`src/rtl/if_id_queue.sv`:
```
// IF/ID decoupling FIFO of {pc, inst} pairs with valid/ready on both sides and synchronous flush.
// Optional cycle counters for full/empty stalls are built when IFQ_PERF_EN is defined.
module if_id_queue #(
    parameter int PC_W   = 64,
    parameter int INST_W = 32,
    parameter int DEPTH  = 4
) (
    input  logic                         clk,
    input  logic                         rst,
    input  logic                         in_valid,
    output logic                         in_ready,
    input  logic [PC_W-1:0]              in_pc,
    input  logic [INST_W-1:0]            in_inst,
    input  logic                         flush,
    output logic                         id_valid,
    input  logic                         id_ready,
    output logic [PC_W-1:0]              id_pc,
    output logic [INST_W-1:0]            id_inst,
    output logic [$clog2(DEPTH+1)-1:0]   count,
    output logic                         fetch_stall_req
`ifdef IFQ_PERF_EN
    ,
    output logic [31:0]                  perf_full_cyc,
    output logic [31:0]                  perf_empty_cyc
`endif
);

    localparam int PTR_W = $clog2(DEPTH);
    localparam int CNT_W = $clog2(DEPTH + 1);
    localparam logic [CNT_W-1:0] FULL_CNT = CNT_W'(DEPTH);

    logic [PC_W-1:0]   r_mem_pc   [DEPTH];
    logic [INST_W-1:0] r_mem_inst [DEPTH];
    logic [PTR_W-1:0]  r_wr_ptr;
    logic [PTR_W-1:0]  r_rd_ptr;
    logic [CNT_W-1:0]  r_cnt;

    logic w_push;
    logic w_pop;

    // Handshakes depend only on registered occupancy and flush, never on the other side.
    assign in_ready = (r_cnt != FULL_CNT) && !flush;
    assign id_valid = (r_cnt != '0) && !flush;
    assign w_push   = in_valid && in_ready;
    assign w_pop    = id_valid && id_ready;

    assign id_pc           = id_valid ? r_mem_pc[r_rd_ptr]   : '0;
    assign id_inst         = id_valid ? r_mem_inst[r_rd_ptr] : '0;
    assign count           = r_cnt;
    assign fetch_stall_req = !rst && (r_cnt == '0) && !in_valid;

    // NOTE: storage has no reset; only pointers and count define validity, so stale data is never visible.
    always_ff @(posedge clk) begin
        if (w_push) begin
            r_mem_pc[r_wr_ptr]   <= in_pc;
            r_mem_inst[r_wr_ptr] <= in_inst;
        end
    end

    // Flush and reset both empty the queue; w_push/w_pop are already masked by flush.
    always_ff @(posedge clk) begin
        if (rst || flush) begin
            r_wr_ptr <= '0;
            r_rd_ptr <= '0;
            r_cnt    <= '0;
        end else begin
            if (w_push) r_wr_ptr <= r_wr_ptr + 1'b1;
            if (w_pop)  r_rd_ptr <= r_rd_ptr + 1'b1;
            case ({w_push, w_pop})
                2'b10:   r_cnt <= r_cnt + 1'b1;
                2'b01:   r_cnt <= r_cnt - 1'b1;
                default: r_cnt <= r_cnt;
            endcase
        end
    end

`ifdef IFQ_PERF_EN
    logic [31:0] r_perf_full;
    logic [31:0] r_perf_empty;
    logic        w_full_blk;
    logic        w_empty_req;

    assign w_full_blk  = in_valid && !in_ready && !flush;
    assign w_empty_req = (r_cnt == '0) && id_ready;

    // Saturating counters; flush deliberately leaves them alone.
    always_ff @(posedge clk) begin
        if (rst) begin
            r_perf_full  <= '0;
            r_perf_empty <= '0;
        end else begin
            if (w_full_blk && (r_perf_full != '1))   r_perf_full  <= r_perf_full + 1'b1;
            if (w_empty_req && (r_perf_empty != '1)) r_perf_empty <= r_perf_empty + 1'b1;
        end
    end

    assign perf_full_cyc  = r_perf_full;
    assign perf_empty_cyc = r_perf_empty;
`endif

endmodule

```
`config.mk`:
```
export PLATFORM = sky130hd
export DESIGN_NAME = if_id_queue
export DESIGN_NICKNAME = d
export VERILOG_FILES = /design/src/rtl/if_id_queue.sv
export SDC_FILE = /design/constraint.sdc
export NUM_CORES = 1
export LEC_CHECK = 0
export ABC_CLOCK_PERIOD_IN_PS = 8000
export BUFFER_PORTS_ARGS = -buffer_cell sky130_fd_sc_hd__clkbuf_2
export CELL_PAD_IN_SITES_DETAIL_PLACEMENT = 0
export CELL_PAD_IN_SITES_GLOBAL_PLACEMENT = 2
export CORE_MARGIN = 1
export CORE_UTILIZATION = 31
export DETAILED_ROUTE_END_ITERATION = 8
export PLACE_DENSITY = 0.57
export SETUP_SLACK_MARGIN = 0.5
export SYNTH_ARGS = -nofsm -noshare
export SYNTH_HDL_FRONTEND = slang
export SYNTH_SLANG_ARGS = --single-unit
```
`constraint.sdc`:
```
create_clock -name clk -period 8 [get_ports clk]
set_input_delay 1.6 -clock clk [delete_from_list [all_inputs] [get_ports clk]]
set_output_delay 1.6 -clock clk [all_outputs]
set_load 0.01 [all_outputs]
```
After elaboration in Yosys (flattened, before gate mapping)
Memories as Yosys holds them, arrays and structs flattened. A register that Yosys moved wholly into a read port is not among the register bits.
Cells that the tools add are included.
{"block": "totals", "ff_bits": 7, "mem_count": 2, "elab_cells": 34, "output_inout_bits": 102, "in_bits": 101, "ramBits": 384}
{"memory": "r_mem_pc", "depth": 4, "width": 64, "rd": 1, "rd_clocked_by_memory_dff": 1, "wr": 1, "line_no": "32", "source": "logic [PC_W-1:0] r_mem_pc [DEPTH];"}
{"memory": "r_mem_inst", "depth": 4, "width": 32, "rd": 1, "rd_clocked_by_memory_dff": 1, "wr": 1, "line_no": "33", "source": "logic [INST_W-1:0] r_mem_inst [DEPTH];"}
{"block": "classes", "n_mux": 9, "addsub": 4, "n_reduce_logical": 13, "eq_ne": 3}
{"cell": "$mux 64", "n": 1}
{"cell": "$mux 32", "n": 1}
{"cell": "$mux 2", "n": 4}
{"cell": "$logic_and 1x1->1", "n": 6}
{"cell": "$pmux 3 s2", "n": 1}
{"cell": "$add 2x1->2 const B", "n": 2}
{"cell": "$add 3x1->3 const B", "n": 1}
{"cell": "$logic_not 1->1", "n": 3}
{"cell": "$logic_not 3->1", "n": 1}
{"cell": "$ne 3x3->1 const B", "n": 1}
{"cell": "$reduce_bool 3->1", "n": 1}
{"cell": "$sub 3x1->3 const B", "n": 1}
{"cell": "$eq 2x1->1 const B", "n": 1}
{"cell": "$eq 2x2->1 const B", "n": 1}
{"cell": "$mux 1", "n": 2}
{"cell": "$reduce_bool 2->1", "n": 1}
{"cell": "$logic_or 1x1->1", "n": 1}

Depth between registers and ports, before layout
Gate-level depths: netlist (run 1).
{"block": "logic_depth", "word_depth": 5, "depth_mapped": 10, "ltp_nobuf": 9}

Least setup slack after synthesis (run 1)
No wires, ideal clock.
{"block": "synth_path", "kind": "input-to-reg", "from": "input in_valid", "to": "memory r_mem_inst[0][0] (enable)", "n_path_buf": 0, "setup_ns": 0.466, "arrival_time_ns": 4.217, "t_required_ns": 7.534, "path_stages": 2, "slack_ns": 3.316, "path_cell_list": "nor2b_1 and3_1"}
{"block": "synth_via", "elab_chain_len": 3}
{"item": "from (decl)", "line_no": "10", "source": "input logic in_valid,"}
{"item": "$logic_and 1x1->1", "line_no": "44", "source": "assign w_push = in_valid && in_ready;"}
{"item": "$mux 1", "line_no": "54", "source": "if (w_push) begin"}
{"item": "$mux 1 (implied by the code)", "line_no": "56", "source": "r_mem_inst[r_wr_ptr] <= in_inst;"}
{"item": "to (decl)", "line_no": "33"}
Every way passes these cells.

Final worst setup path (run 1)
{"block": "layout_path", "from": "input flush", "to": "output id_inst[26]"}
{"block": "layout_via", "elab_chain_len": 3}
{"item": "from (decl)", "line_no": "14", "source": "input logic flush,"}
{"item": "$logic_not 1->1", "line_no": "43", "source": "assign id_valid = (r_cnt != '0) && !flush;"}
{"item": "$logic_and 1x1->1", "line_no": "43"}
{"item": "$mux 32", "line_no": "48", "source": "assign id_inst = id_valid ? r_mem_inst[r_rd_ptr] : '0;"}
{"item": "to (decl)", "line_no": "18", "source": "output logic [INST_W-1:0] id_inst,"}
Every way passes these cells.

==> implementation parameters, run 1 <==
Parameter                              Value

Cells and area
  Final core utilization ... 0.378
  Fraction of final layout cells with drive strength greater than 1 ... 0.407
  Count of inserted antenna diode cells ... 0
  Syn-to-layout area delta ... 20.4%
  Number of nets in the layout ... 997

STA
  Worst slew slack as a fraction of its limit ... 0.307
  Unrepaired setup endpoints after global routing ... no
  Final setup violation count ... 0
  Setup skew after layout ... between 0.01 and 0.015 ns
  Max Slew Vio Count ... 0
  Maximum clock frequency ... 197 MHz
  Final worst path period share ... 0.633
  Final Hold Viols ... 0
  Worst Tran Pin Value ... between 1 and 1.5 ns
  Aggregate negative setup slack ... 0 ns
  Tightest hold margin ... 0.490 ns
  Min setup slack post-route ... just under 3 ns
  Time the final worst path needs with I/O delays and setup ... 5.06 ns

Detailed routing
  Number of routed nets with antenna violations ... 0
  Total iterations of the first detailed-routing run ... 4
  Final routed wirelength across all metal layers ... 32.4 mm
  Via count normalized by instance count ... 4.64
  DRC ... 0
  Routed len/inst ... about 21 um
  DRC marker count from the first detailed-route iteration ... 308
  Total vias in the final route ... 7115

Critical path
  WP data required ... 6.40 ns
  Sort of element at the end of the critical path ... primary output
  Critical path data arrival time ... 3.46 ns
  Setup slack, reg-to-reg ... 4.62 ns
  Worst Path Class, Setup ... in2out
  Max FO, Critical Path ... between 60 and 70
  Startpoint kind of the worst setup timing path ... primary input

Clocking
  Maximum level of the CTS H-tree ... 2
  Clock tree from TritonCTS ... built
  Clk pin slew, worst setup/hold paths ... 0.06 ns
  Clk Tree Root Cell ... sky130_fd_sc_hd__clkbuf_16
  Max Root-Sink Buffers ... 3
  Clock buffers created by TritonCTS ... 44
  Num Clock Sinks ... 393
  Number of gates resized after CTS ... 0
  Post-CTS Hold Buffers ... 0
  Clock latency on the worst-skew pair ... 0.55 ns
  Number of buffers added for setup after CTS ... 0

Global routing
  Vias in the first global route ... 7638
  First-pass GRT wire length ... 48.9 mm
  Leftover overflow at the end of global routing ... 0
  Global-route usage over all layers ... 0.134
  Number of antenna violations at the first check in global routing ... 3
  Pin count of the biggest net entering global routing ... 62

Logic synthesis
  Top cell type by total area after synthesis ... sky130_fd_sc_hd__edfxtp_1
  Mean cell area of the mapped netlist ... 22.4 um^2
  Flip-flop and latch count after synthesis ... 393
  Net Count, Synth ... 776
  Cells after synthesis ... between 600 and 700
  Netlist cell types ... 28
  Most numerous cell types in the synthesized netlist ... 384 x sky130_fd_sc_hd__edfxtp_1, 98 x sky130_fd_sc_hd__and2_1, 96 x sky130_fd_sc_hd__mux4_2
  Warnings, synthesis ... 0
  Library cell with the highest instance count after synthesis ... sky130_fd_sc_hd__edfxtp_1
  Post-synth ARST share ... 0
  Share of Yosys cell area claimed by the top area cell type ... 0.768
  Number of flops mapped to enable cells by yosys ... around 380
  Post-Synthesis Cell Area ... 15000 um^2
  Primary FF master, synth ... sky130_fd_sc_hd__edfxtp_1
  Portion of the post-synthesis area used by sequential elements ... 0.780
  Ranking of synthesized cells by area ... sky130_fd_sc_hd__edfxtp_1 77%, sky130_fd_sc_hd__mux4_2 14%, sky130_fd_sc_hd__and2_1 4.1%

Die
  Initial core utilization ... 0.314
  Horizontal die dimension ... 222 um
  Die Ht ... 222 um
  Area enclosed by the die boundary ... around 50000 um^2
  Count of pins on the block boundary ... 203
  Site row count ... 80
  Area of the placeable core ... 47700 um^2

Place
  Global placer's final weighted congestion ... between 0.6 and 0.7
  Detailed placer's ending HPWL ... 18.1 mm
  Placement Setup Slack ... roughly 2.8 ns
  Number of buffers added on ports ... 202

Job
  Number of max-cap violations ... 0

Power and ir drop
  Highest ir drop seen on vdd ... approximately 130 uV
  Power, Total ... 0.00436 W
  P per Cell Area ... 241 nW/um^2
  LEAKAGE ... 6.04 nW

Min path
  Class of the tightest hold or removal check ... reg2reg

Run status
  Outcome ... finished clean
layer usage:
metal | wire [um] | share of wire | up-vias | GRT usage
li1 | - | - | 3169 | -
met1 | 14100 | 0.43 | 3719 | 0.171
met2 | 15900 | 0.49 | 164 | 0.222
met3 | 1550 | 0.048 | 59 | 0.0317
met4 | 806 | 0.025 | 4 | 0.0495
met5 | 26 | 0.00080 | - | 0
flip-flops by register name (all words and copies together) (netlist names), named ones only:
register and count:
count 3, r_wr_ptr 2, r_mem_inst 128, r_mem_pc 256, r_rd_ptr 2
per-stage QoR:
stage	cell area (um^2)	cells
after global routing	18100	1534
after floorplan	15000	669
after global placement	16700	1459
final	18100	1534
after CTS	18100	1534
after detailed placement	16700	1459
area by class of cell:
cell class / instances / area (um^2)
clock buffers: 50 / 1140
clock inverters: 25 / 225
repair buffers: 209 / 1080
fillers: 4382 / 29700
inverters: 7 / 26.3
well taps: 615 / 769
flip-flops and latches: 393 / 11700
multi-input cells: 235 / 3100
final timing paths:
path / start / endpoint / cells past startpoint
worst max-delay path: flush / id_inst[26] / 5
worst min-delay path: r_rd_ptr[1] / register / 2
worst max register to register: count[1] / count[2] / 10
worst min register to register: r_rd_ptr[1] / register / 2
placed cells by master, fill, tap and decap left out, types with 2 or more instances in the layout:
cell type / instances
sky130_fd_sc_hd__dfxtp_1: 7
sky130_fd_sc_hd__clkinv_2: 7
sky130_fd_sc_hd__a31o_1: 2
sky130_fd_sc_hd__inv_1: 7
sky130_fd_sc_hd__clkbuf_2: 202
sky130_fd_sc_hd__clkinvlp_4: 2
sky130_fd_sc_hd__nor2_1: 5
sky130_fd_sc_hd__nor3_1: 2
sky130_fd_sc_hd__buf_4: 6
sky130_fd_sc_hd__xor2_1: 2
sky130_fd_sc_hd__clkbuf_16: 45
sky130_fd_sc_hd__clkbuf_1: 5
sky130_fd_sc_hd__bufinv_16: 4
sky130_fd_sc_hd__clkinv_1: 10
sky130_fd_sc_hd__mux4_2: 96
sky130_fd_sc_hd__edfxtp_1: 384
sky130_fd_sc_hd__or3_1: 3
sky130_fd_sc_hd__and3_4: 4
sky130_fd_sc_hd__and2_1: 98
sky130_fd_sc_hd__dfxtp_4: 2
sky130_fd_sc_hd__ha_1: 5
sky130_fd_sc_hd__nor2b_1: 2
sky130_fd_sc_hd__o21ai_0: 2
sky130_fd_sc_hd__a21oi_1: 4
critical path, cell delays in order:
cell and delay, ns:
sky130_fd_sc_hd__clkbuf_2 0.15, sky130_fd_sc_hd__nor2_4 0.67, sky130_fd_sc_hd__buf_4 0.59, sky130_fd_sc_hd__and2_1 0.23, sky130_fd_sc_hd__clkbuf_2 0.13
power by group:
part	total (W)	leakage (nW)	switching [W]	internal, W
Sequential	0.00230	3.56	0.00000709	0.00229
Combinational	0.000129	1.81	0.0000740	0.0000546
Clock	0.00193	0.669	0.000781	0.00115
cells by family (layout without fill, tap and decap cells):
kind of cell,count (synthesis),count (layout),share of synthesized area
AND/OR/NAND/NOR,120,120,0.0490
adder cells (fa/ha/maj),6,6,0.00550
multiplexers,96,96,0.144
flip-flops,393,393,0.780
buffers and inverters,41,291,0.0148
AO/OA/AOI/OAI,11,11,0.00517
XOR/XNOR,2,2,0.00117
Power figures use the tool's default switching activity.
==> run 2, diff against run 1 <==
--- a/config.mk
+++ b/config.mk
@@ -5,7 +5,7 @@
 export SDC_FILE = /design/constraint.sdc
 export NUM_CORES = 1
 export LEC_CHECK = 0
-export ABC_CLOCK_PERIOD_IN_PS = 8000
+export ABC_CLOCK_PERIOD_IN_PS = 4800
 export BUFFER_PORTS_ARGS = -buffer_cell sky130_fd_sc_hd__clkbuf_2
 export CELL_PAD_IN_SITES_DETAIL_PLACEMENT = 0
 export CELL_PAD_IN_SITES_GLOBAL_PLACEMENT = 2
==> constraint.sdc (replaced) <==
create_clock -name clk -period 4.8 [get_ports clk]
set_input_delay 0.96 -clock clk [delete_from_list [all_inputs] [get_ports clk]]
set_output_delay 0.96 -clock clk [all_outputs]
set_load 0.01 [all_outputs]
==> run 2 against run 1 <==
Net effect:
- combinational power increased by 67%
- cell area increased by 0.46%
- setup slack got worse by 1.7 ns
- sequential cell count unchanged
- core utilization increased by 0.18 points
- clock power increased by 61%
- clock skew decreased by 0.0015 ns
- count of clock-buffer cells in the layout increased by 10
- sequential share of layout area decreased by 0.30 points
- power increased by 64%
- critical path type is now reg2out
- critical endpoint is now id_pc[5]
- largest cell class unchanged
- highest routed layer unchanged
==> implementation parameters, run 2 (synthesis results as in run 1) <==
Parameter                              Value

Critical path
  Capture point of the worst reg-to-reg path ... count[2]
  Sort of element at the end of the critical path ... primary output
  RR Startpoint ... count[0]
  Startpoint kind of the worst setup timing path ... register
  Worst reg2reg path depth ... 10 (unchanged)
  Max FO, Critical Path ... 39 (-36%)
  Worst Setup EP ... id_pc[5]
  Worst Path Class, Setup ... reg2out
  WP data required ... 3.84 ns (-2.56 ns)
  Setup slack, reg-to-reg ... 2.17 ns (-2.45 ns)
  Critical path data arrival time ... 2.61 ns (-0.85 ns)

Cells and area
  Total non-filler cell area in the finished layout ... 18100 um^2 (+0.46%)
  Number of nets in the layout ... 1005 (+0.80%)
  Syn-to-layout area delta ... 20.9%
  Most common cell after layout, fill and taps aside ... sky130_fd_sc_hd__edfxtp_1
  Number of flip-flops in the largest register ... 256 (unchanged)
  Count of inserted antenna diode cells ... 0 (unchanged)
  Final core utilization ... 0.380 (+0.00176)
  Number of inserted filler cells in the final layout ... 4364 (-0.41%)
  Most used cells in the layout excluding fill and tap cells ... 384 x sky130_fd_sc_hd__edfxtp_1, 202 x sky130_fd_sc_hd__clkbuf_2, 98 x sky130_fd_sc_hd__and2_1
  Register with the highest flop count ... r_mem_pc
  Fraction of final layout cells with drive strength greater than 1 ... 0.407 (about the same)

Place
  Number of buffers added on ports ... 202 (unchanged)
  Cell area after placement ... 16800 um^2 (+0.76%)
  Detailed placer's ending HPWL ... 18.9 mm (+4.3%)
  Placement Setup Slack ... 1.52 ns (-1.23 ns)
  Global placer's final weighted congestion ... 0.658 (-1.6%)

Min path
  Hold Path Depth ... 2 (unchanged)
  Class of the tightest hold or removal check ... reg2reg

Clocking
  Max Root-Sink Buffers ... 3 (unchanged)
  Number of gates resized after CTS ... 0 (unchanged)
  Num Clock Sinks ... 393 (unchanged)
  Maximum level of the CTS H-tree ... 2 (unchanged)
  Clock latency on the worst-skew pair ... 0.55 ns (about the same)
  Clock buffers created by TritonCTS ... 45 (+2.3%)
  Clock tree from TritonCTS ... built
  Post-CTS Hold Buffers ... 0 (unchanged)
  Number of buffers added for setup after CTS ... 0 (unchanged)
  Clk pin slew, worst setup/hold paths ... 0.06 ns (about the same)
  Clk Tree Root Cell ... sky130_fd_sc_hd__clkbuf_16

Die
  Horizontal die dimension ... 222 um (unchanged)
  Count of pins on the block boundary ... 203 (unchanged)
  Site row count ... 80 (unchanged)
  Area enclosed by the die boundary ... 49300 um^2 (unchanged)
  Die Ht ... 222 um (unchanged)
  Initial core utilization ... 0.314 (unchanged)
  Area of the placeable core ... 47700 um^2 (unchanged)

Run status
  Outcome ... finished clean

STA
  Aggregate negative setup slack ... 0 ns (unchanged)
  Time the final worst path needs with I/O delays and setup ... 3.57 ns
  Setup skew after layout ... 0.0134 ns (-0.00149 ns)
  Final Hold Viols ... 0 (unchanged)
  Final worst path period share ... 0.743
  Unrepaired setup endpoints after global routing ... no
  Min setup slack post-route ... 1.23 ns (-1.70 ns)
  Final setup violation count ... 0 (unchanged)
  Worst Tran Pin Value ... 0.741 ns (-0.298 ns)
  Maximum clock frequency ... 280 MHz
  Worst slew slack as a fraction of its limit ... 0.506 (+0.199)
  Max Slew Vio Count ... 0 (unchanged)

Detailed routing
  Total vias in the final route ... 7080 (-0.49%)
  Final routed wirelength across all metal layers ... 32.0 mm (-1.1%)
  DRC ... 0 (unchanged)
  Via count normalized by instance count ... 4.57 (-1.4%)
  Routed len/inst ... 20.7 um (-2.0%)
  Number of routed nets with antenna violations ... 0 (unchanged)
  Total iterations of the first detailed-routing run ... 4 (unchanged)
  DRC marker count from the first detailed-route iteration ... 307 (-0.32%)

Power and ir drop
  Switching Power ... 0.00144 W (+67%)
  Highest ir drop seen on vdd ... 264 uV (+100%)
  Portion of total power attributed to the clock network ... 0.434 (-0.009)
  Relative contribution of sequential cells to total power ... 0.536 (+0.009)
  LEAKAGE ... 6.08 nW (+0.60%)
  Combinational fraction of design power ... 0.030 (about the same)
  Switching portion of total power ... 0.201 (+0.00352)
  P per Cell Area ... 394 nW/um^2 (+63%)
  Total internal power ... 0.00571 W (+63%)

Global routing
  Vias in the first global route ... 7786 (+1.9%)
  Number of antenna violations at the first check in global routing ... 3 (unchanged)
  First-pass GRT wire length ... 48.7 mm (-0.52%)
  Leftover overflow at the end of global routing ... 0 (unchanged)
  Pin count of the biggest net entering global routing ... 80 (+29%)
  Global-route usage over all layers ... 0.133 (-0.00160)

Job
  Number of max-cap violations ... 0 (unchanged)
run 2: cell count changes in the layout (fill, tap and decap cells not counted), sizes merged:
cell      change
inv           +1
clkbuf       +10
buf           +7
clkinvlp      -1
bufinv        -3
run 2: through the flow:
| step | hold slack [ns] | cells | total power, W |
|---|---|---|---|
| floorplan | 0.459 | 669 | 0.00400 |
| global placement | 0.486 | 1466 | 0.00412 |
| detailed placement | 0.474 | 1466 | 0.00412 |
| CTS | 0.490 | 1548 | 0.00727 |
| global route | 0.497 | 1548 | 0.00741 |
| finish | 0.479 | 1548 | 0.00715 |
run 2: power groups by stage:
| stage | combinational, W | clock [W] | sequential, W |
|---|---|---|---|
| finish | 0.000216 | 0.00310 | 0.00383 |
| global route | 0.000240 | 0.00333 | 0.00383 |
| CTS | 0.000224 | 0.00321 | 0.00383 |
| detailed placement | 0.000223 | 0 | 0.00390 |
| global placement | 0.000222 | 0 | 0.00390 |
| floorplan | 0.0000942 | 0 | 0.00390 |
run 2: worst min path at each step:
| stage | from | to | slack, ns |
|---|---|---|---|
| detailed placement | r_rd_ptr[1] | register | 0.47 |
| global placement | r_rd_ptr[1] | register | 0.49 |
| global route | r_rd_ptr[1] | register | 0.50 |
| floorplan | r_rd_ptr[1] | register | 0.46 |
| CTS | r_rd_ptr[1] | register | 0.49 |
| finish | r_rd_ptr[1] | register | 0.48 |
run 2: critical path, cell delays in order (launching register included):
cell and delay (ns):
sky130_fd_sc_hd__dfxtp_4 0.71, sky130_fd_sc_hd__buf_12 0.40, sky130_fd_sc_hd__mux4_2 0.56, sky130_fd_sc_hd__and2_1 0.21
sky130_fd_sc_hd__clkbuf_2 0.13
run 2: cell type report:
cell class,count,area [um^2],area share
clock buffer,60,1190,0.0657
timing repair buffer,216,1200,0.0663
clock inverter,22,134,0.00738
multi-input combinational,235,3100,0.171
sequential,393,11700,0.646
tap,615,769,0.0424
inverter,7,26.3,0.00145
run 2: routing by layer:
| metal | GRT usage | vias to the layer above | share of wire |
|---|---|---|---|
| li1 | - | 3186 | - |
| met1 | 0.164 | 3692 | 0.42 |
| met4 | 0.0468 | 6 | 0.021 |
| met2 | 0.221 | 146 | 0.50 |
| met5 | 0 | - | 0.0013 |
| met3 | 0.0382 | 50 | 0.056 |
